[config.mk]
export PLATFORM = sky130hd
export DESIGN_NAME = if_fetch_unit_flat
export DESIGN_NICKNAME = d
export VERILOG_FILES = /design/src/rtl/if_fetch_unit_pkg.sv /design/src/rtl/if_fetch_unit_if.sv /design/src/rtl/if_fetch_unit_queue.sv /design/src/rtl/if_fetch_unit.sv /design/src/flat_wrapper.sv
export SDC_FILE = /design/constraint.sdc
export NUM_CORES = 1
export LEC_CHECK = 0
export CORE_ASPECT_RATIO = 0.6
export CORE_MARGIN = 8
export CORE_UTILIZATION = 50
export CTS_BUF_LIST = sky130_fd_sc_hd__clkbuf_8
export DETAILED_ROUTE_END_ITERATION = 12
export GPL_TIMING_DRIVEN = 0
export PLACE_DENSITY = 0.74
export SYNTH_ARGS = -nofsm -noshare
export SYNTH_HDL_FRONTEND = slang
export SYNTH_SLANG_ARGS = --single-unit
export TNS_END_PERCENT = 10
[constraint.sdc]
create_clock -name clock -period 12.55 [get_ports clock]
set_input_delay 1.8825 -clock clock [delete_from_list [all_inputs] [get_ports clock]]
set_output_delay 1.8825 -clock clock [all_outputs]
set_load 0.03 [all_outputs]
[src/rtl/if_fetch_unit_pkg.sv]
// Shared types and constants for the instruction-fetch front end.
package if_pkg;

  localparam int unsigned INSTR_W          = 32;
  localparam int unsigned PC_W             = 32;
  localparam logic [31:0] DEFAULT_RESET_PC = 32'h0000_0000;
  localparam logic [31:0] NOP              = 32'h0000_0013;

  typedef struct packed {
    logic [PC_W-1:0]    pc;
    logic [INSTR_W-1:0] instr;
  } fetch_entry_t;

  localparam int unsigned FETCH_ENTRY_W = $bits(fetch_entry_t);

  // True when the byte PC addresses a word inside the instruction memory.
  function automatic logic pc_in_range(input logic [31:0] pc, input int unsigned words);
    return 32'(pc[31:2]) < 32'(words);
  endfunction

endpackage

[src/rtl/if_fetch_unit_if.sv]
// Bus bundle between the fetch unit (master) and its environment: imem, redirect, decode.
interface if_fetch_unit_if #(
  parameter int unsigned AW = 9
) ();

  logic          imem_rd_en;
  logic [AW-1:0] imem_addr;
  logic [31:0]   imem_rdata;
  logic          redirect_valid;
  logic [31:0]   redirect_pc;
  logic          out_valid;
  logic          out_ready;
  logic [31:0]   out_pc;
  logic [31:0]   out_instr;
  logic          fetch_fault;

  modport master (
    output imem_rd_en, imem_addr, out_valid, out_pc, out_instr, fetch_fault,
    input  imem_rdata, redirect_valid, redirect_pc, out_ready
  );

  modport slave (
    input  imem_rd_en, imem_addr, out_valid, out_pc, out_instr, fetch_fault,
    output imem_rdata, redirect_valid, redirect_pc, out_ready
  );

endinterface

[src/rtl/if_fetch_unit_queue.sv]
// Two-entry FIFO of fetched {pc, instr}; head is a register so outputs are registered.
module if_fetch_queue
  import if_pkg::*;
(
  input  logic         clock,
  input  logic         reset,
  input  logic         push_i,
  input  logic         pop_i,
  input  logic         flush_i,
  input  fetch_entry_t data_i,
  output fetch_entry_t head_o,
  output logic [1:0]   count_o
);

  fetch_entry_t mem_q [2];
  logic         wr_ptr_q, wr_ptr_d;
  logic         rd_ptr_q, rd_ptr_d;
  logic [1:0]   count_q, count_d;

  // Flush wins over push/pop; push and pop in one cycle both apply.
  always_comb begin
    wr_ptr_d = wr_ptr_q;
    rd_ptr_d = rd_ptr_q;
    count_d  = count_q;
    if (flush_i) begin
      wr_ptr_d = 1'b0;
      rd_ptr_d = 1'b0;
      count_d  = 2'd0;
    end else begin
      if (push_i) wr_ptr_d = ~wr_ptr_q;
      if (pop_i)  rd_ptr_d = ~rd_ptr_q;
      count_d = count_q + 2'(push_i) - 2'(pop_i);
    end
  end

  always_ff @(posedge clock or posedge reset) begin
    if (reset) begin
      mem_q[0] <= '0;
      mem_q[1] <= '0;
      wr_ptr_q <= 1'b0;
      rd_ptr_q <= 1'b0;
      count_q  <= 2'd0;
    end else begin
      if (push_i && !flush_i) mem_q[wr_ptr_q] <= data_i;
      wr_ptr_q <= wr_ptr_d;
      rd_ptr_q <= rd_ptr_d;
      count_q  <= count_d;
    end
  end

  assign head_o  = mem_q[rd_ptr_q];
  assign count_o = count_q;

endmodule

[src/rtl/if_fetch_unit.sv]
// Instruction-fetch front end: owns the PC, issues imem reads under a 2-credit limit,
// buffers returns in a 2-entry queue and hands {pc, instr} to decode.
module if_fetch_unit
  import if_pkg::*;
#(
  parameter logic [31:0] RESET_PC   = DEFAULT_RESET_PC,
  parameter int unsigned IMEM_WORDS = 512,
  parameter int unsigned AW         = 9
) (
  input  logic              clock,
  input  logic              reset,
  if_fetch_unit_if.master   fetch_if
);

  logic [31:0]  pc_q, pc_d;
  logic [31:0]  tag_q, tag_d;
  logic         inflight_q, inflight_d;
  logic         fault_q, fault_d;

  logic [1:0]   count;
  fetch_entry_t head;
  fetch_entry_t push_data;
  logic         q_valid;
  logic         pop;
  logic         kill;
  logic         push;
  logic         credit_ok;
  logic         issue;
  logic [31:0]  issue_pc;

  assign q_valid   = (count != 2'd0);
  assign pop       = q_valid && fetch_if.out_ready;
  // The response landing in a redirect cycle belongs to a pre-redirect PC.
  assign kill      = fetch_if.redirect_valid;
  assign push      = inflight_q && !kill;
  assign push_data = '{pc: tag_q, instr: fetch_if.imem_rdata};
  assign issue_pc  = fetch_if.redirect_valid ? fetch_if.redirect_pc : pc_q;

  // A pop from a single-entry queue makes room for the word still in flight,
  // which sustains one fetch per cycle; a pop from a full queue frees credit next cycle.
  assign credit_ok = ((3'(count) + 3'(inflight_q)) < 3'd2) ||
                     ((count == 2'd1) && inflight_q && pop);

  always_comb begin
    pc_d       = pc_q;
    tag_d      = tag_q;
    inflight_d = 1'b0;
    fault_d    = fault_q;
    issue      = 1'b0;
    if (fetch_if.redirect_valid) begin
      pc_d = fetch_if.redirect_pc + 32'd4;
      if ((fetch_if.redirect_pc[1:0] != 2'b00) ||
          !pc_in_range(fetch_if.redirect_pc, IMEM_WORDS)) begin
        fault_d = 1'b1;
      end else begin
        fault_d = 1'b0;
        issue   = 1'b1;
      end
    end else if (!fault_q && credit_ok) begin
      if (!pc_in_range(pc_q, IMEM_WORDS)) begin
        fault_d = 1'b1;
      end else begin
        issue = 1'b1;
        pc_d  = pc_q + 32'd4;
      end
    end
    if (issue) begin
      inflight_d = 1'b1;
      tag_d      = issue_pc;
    end
  end

  always_ff @(posedge clock or posedge reset) begin
    if (reset) begin
      pc_q       <= RESET_PC;
      tag_q      <= 32'd0;
      inflight_q <= 1'b0;
      fault_q    <= 1'b0;
    end else begin
      pc_q       <= pc_d;
      tag_q      <= tag_d;
      inflight_q <= inflight_d;
      fault_q    <= fault_d;
    end
  end

  if_fetch_queue u_queue (
    .clock   (clock),
    .reset   (reset),
    .push_i  (push),
    .pop_i   (pop),
    .flush_i (fetch_if.redirect_valid),
    .data_i  (push_data),
    .head_o  (head),
    .count_o (count)
  );

  assign fetch_if.imem_rd_en  = issue && !reset;
  assign fetch_if.imem_addr   = issue_pc[AW+1:2];
  assign fetch_if.out_valid   = q_valid;
  assign fetch_if.out_pc      = head.pc;
  assign fetch_if.out_instr   = head.instr;
  assign fetch_if.fetch_fault = fault_q;

endmodule

[src/flat_wrapper.sv]
// flat-port wrapper written by rule: the top's interface ports become plain ports
module if_fetch_unit_flat import if_pkg::*;
#(
  parameter logic [31:0] RESET_PC   = DEFAULT_RESET_PC,
  parameter int unsigned IMEM_WORDS = 512,
  parameter int unsigned AW         = 9
)
  (clock, reset, fetch_if_imem_rd_en, fetch_if_imem_addr, fetch_if_out_valid, fetch_if_out_pc, fetch_if_out_instr, fetch_if_fetch_fault, fetch_if_imem_rdata, fetch_if_redirect_valid, fetch_if_redirect_pc, fetch_if_out_ready);
  if_fetch_unit_if #(.AW(AW)) fetch_if_i ();
  input  logic clock;
  input  logic reset;
  output wire logic [$bits(fetch_if_i.imem_rd_en)-1:0] fetch_if_imem_rd_en;
  output wire logic [$bits(fetch_if_i.imem_addr)-1:0] fetch_if_imem_addr;
  output wire logic [$bits(fetch_if_i.out_valid)-1:0] fetch_if_out_valid;
  output wire logic [$bits(fetch_if_i.out_pc)-1:0] fetch_if_out_pc;
  output wire logic [$bits(fetch_if_i.out_instr)-1:0] fetch_if_out_instr;
  output wire logic [$bits(fetch_if_i.fetch_fault)-1:0] fetch_if_fetch_fault;
  input wire logic [$bits(fetch_if_i.imem_rdata)-1:0] fetch_if_imem_rdata;
  input wire logic [$bits(fetch_if_i.redirect_valid)-1:0] fetch_if_redirect_valid;
  input wire logic [$bits(fetch_if_i.redirect_pc)-1:0] fetch_if_redirect_pc;
  input wire logic [$bits(fetch_if_i.out_ready)-1:0] fetch_if_out_ready;
  assign fetch_if_imem_rd_en = fetch_if_i.imem_rd_en;
  assign fetch_if_imem_addr = fetch_if_i.imem_addr;
  assign fetch_if_out_valid = fetch_if_i.out_valid;
  assign fetch_if_out_pc = fetch_if_i.out_pc;
  assign fetch_if_out_instr = fetch_if_i.out_instr;
  assign fetch_if_fetch_fault = fetch_if_i.fetch_fault;
  assign fetch_if_i.imem_rdata = fetch_if_imem_rdata;
  assign fetch_if_i.redirect_valid = fetch_if_redirect_valid;
  assign fetch_if_i.redirect_pc = fetch_if_redirect_pc;
  assign fetch_if_i.out_ready = fetch_if_out_ready;
  if_fetch_unit #(.RESET_PC(RESET_PC), .IMEM_WORDS(IMEM_WORDS), .AW(AW)) u_core (.clock(clock), .reset(reset), .fetch_if(fetch_if_i));
endmodule
==> results.ini <==
[cells_and_area]
fillers=1390
fin_util=0.631
areaGrowthSynthToFinish_pct=23.7
post-route-cell-area_mm2=0.0114
antennaDiodeCount=0
final-instance-count-excl-fill=1123
drive_gt1_frac=0.330
nets=941

[yosys]
synth-adder-area-share=0.00406
ys_seq_elements=198
yosysTopAreaCellShare=0.536
synth-xor-area-share=0.0208
synth.area.mux_share=0.272
synth_top_family_by_area=multiplexers
synth_edf_count=0
synth.area.top_cells=dfrtp_1 (54%), mux2_2 (27%), and2_1 (1.6%)
yosys.area.top_type=dfrtp_1
yosys_warnings=0
synthTopCellsByCount=mux2_2 (221), dfrtp_1 (198), nor2_1 (25)
synth_compound_area_frac=0.0397
syn_area_per_cell_um2=13.1
synth_fp_nets=778
synth-simple-area-share=0.0983
synth_cell_types=52
synth_area_mm2=0.00925
synth_most_common_cell=mux2_2
synthArstFlopShare=1.00
synth_flop_cell=dfrtp_1
netlist_instances=707
yosysSeqAreaShare=0.536

[outcome]
status=completed

[worst_setup_path]
crit_end=fetch_if_imem_rd_en
r2r_cells=8
cpMaxStageDelayCell=nor4_1
setup.worst_path.class=input pin to output pin
slowest_delay_ns=0.73
critPathTopFamily=buffers and inverters
critPathRequiredTime_ns=10.67
r2r_end=u_core.pc_q[26]
crit_start=fetch_if_redirect_pc[14]
cp.arrival_ns=4.95
start_kind=input pin
rr_startpoint=u_core.pc_q[2]
critical_path_buf_inv_count=3
rrSetupSlack_ns=9.70
end_kind=output pin
cp_max_fo=10
crit_chain=clkdlybuf4s50_1 > nor4_1 > nand4_1 > nor2_1 > a21oi_1 > clkbuf_1 > nor2_1 > clkdlybuf4s50_1
cp_num_cells=8

[timing]
drv_slew=0
post-route-min-period_ns=6.83
rsz0062_at_grt=no
maxSlewHeadroom=0.350
worstMarginPinSlew_ns=0.971
hold_viol_final=0
tns_ns=0
whs_ns=0.509
period_share=0.544
setup_violations=0
finClkSkew_ns=0.0130
max_freq_mhz=146

[route]
drt_iter0_drc=487
viasPerCell=5.66
vias=6360
wire_per_inst_um=21.3
drtPass1Iterations=5
route.detailed.drc=0
wirelength_um=23900
drtAntennaViolNets=0

[placement]
dpl_cell_area_mm2=0.0110
hpwlAfterDp_um=17700
dp.cells=1091
gp_congestion=0.923
io_buffers=143

[flow_run]
maxCapViolCount=0

[pwr]
cellPowerDensity_mw_per_mm2=119
p_leak_uw=0.00527
peakVddDrop_v=0.0000673

[global_route]
grt_pass1_vias=6629
antenna_found_initial=0
grt_overflow=0
grt_start_max_net_pins=106
grt_pass1_wl_um=37700
gr-usage-all-layers=0.210

[clock_network]
clockRootBuffer=clkbuf_8
cts_setup_buffers=0
cts_max_level=4
clk_path_buf_depth=2
cts-hold-fix-buffers=0
cts.sinks=198
cts_tree=built
ctsResizeCount=0
path_clk_slew_ns=0.10
cts_buffers=17
clkLatencyLatePin_ns=0.47

[worst_hold_path]
hold_class=register to register

[floorplanning]
die-area_mm2=0.0232
num_rows=38
coreArea_mm2=0.0181
die_h_um=121
die_w_um=192
start_util=0.510
io_pins=144

## worst register-to-register path: cells and delay by family (launching register included)
kind | cells | cell delay (ns)
flops | 1 | 0.36
buf+inv | 1 | 0.05
fa+ha+maj | 1 | 0.33
simple gates | 3 | 0.93
compound gates | 3 | 1.10
## area by class of cell
type	count	area, um^2	area share
clock inverter	15	191	0.0167
clock buffer	17	234	0.0205
tap	240	300	0.0263
multi-input combinational	455	4020	0.352
timing repair buffer	144	1460	0.128
buffer	44	229	0.0200
inverter	10	45.0	0.00394
sequential	198	4950	0.433
## cells in the final DEF, fill, tap and decap left out, types with 3 or more instances in the layout
master and count:
o21ai_0 6, mux2_2 221, inv_6 4, bufinv_16 3, nor2_1 25, clkbuf_8 17
buf_4 11, and2_1 24, inv_1 8, nand2_1 21, nand4_1 13, or2_2 3
clkinv_4 4, xor2_1 11, a21oi_1 13, xnor2_1 11, mux2i_1 3, or3_1 5
buf_2 12, ha_1 3, nand4b_1 4, buf_1 4, a222oi_1 5, a22oi_1 3
clkbuf_1 16, nand3_1 19, nor2b_1 4, nand3b_1 12, nor4_1 9, or4_1 3
a31oi_1 8, dfrtp_1 198, clkdlybuf4s50_1 143
## flip-flops by register name, indices dropped and copies added (netlist names)
name	flops
u_core.u_queue.mem_q	128
u_core.pc_q	32
u_core.tag_q	32
u_core.u_queue.count_o	2
u_core.fetch_if.fetch_fault	1
u_core.inflight_q	1
u_core.u_queue.rd_ptr_q	1
u_core.u_queue.wr_ptr_q	1
## cell families after synthesis
kind of cell | after synthesis
xor+xnor | 22
compound gates | 52
mux | 224
simple gates | 154
fa+ha+maj | 3
flops | 198
buf+inv | 54
## where the power goes
group          internal [uW]  total, uW  switching, uW
sequential               663        687           23.4
clock                    202        439            237
combinational            106        233            127
## through the flow
step / worst slack [ns] / total power [uW]
after floorplan: 5.27 / 836
after global placement: 3.22 / 922
after detailed placement: 5.79 / 930
after CTS: 5.77 / 1370
after global routing: 5.58 / 1420
final: 5.72 / 1360
## worst min-delay path by stage
stage / startpoint / slack [ns] / depth (start not counted) / end
global route: u_core.u_queue.mem_q[54] / 0.52 / 1 / u_core.u_queue.mem_q[54]
finish: u_core.u_queue.mem_q[24] / 0.51 / 1 / u_core.u_queue.mem_q[24]
floorplan: u_core.tag_q[11] / 0.47 / 1 / u_core.tag_q[11]
CTS: u_core.u_queue.mem_q[35] / 0.51 / 1 / u_core.u_queue.mem_q[35]
detailed placement: u_core.u_queue.mem_q[35] / 0.49 / 1 / u_core.u_queue.mem_q[35]
global placement: u_core.u_queue.mem_q[19] / 0.48 / 1 / u_core.u_queue.mem_q[19]
## routing by layer
metal / wire [um] / vias to the layer above / GRT usage
li1: - / 2887 / -
met1: 11700 / 3234 / 0.306
met2: 10100 / 209 / 0.296
met3: 1790 / 30 / 0.0591
met4: 381 / 0 / 0.0661
met5: 0 / - / 0
Power figures use the tool's default switching activity.
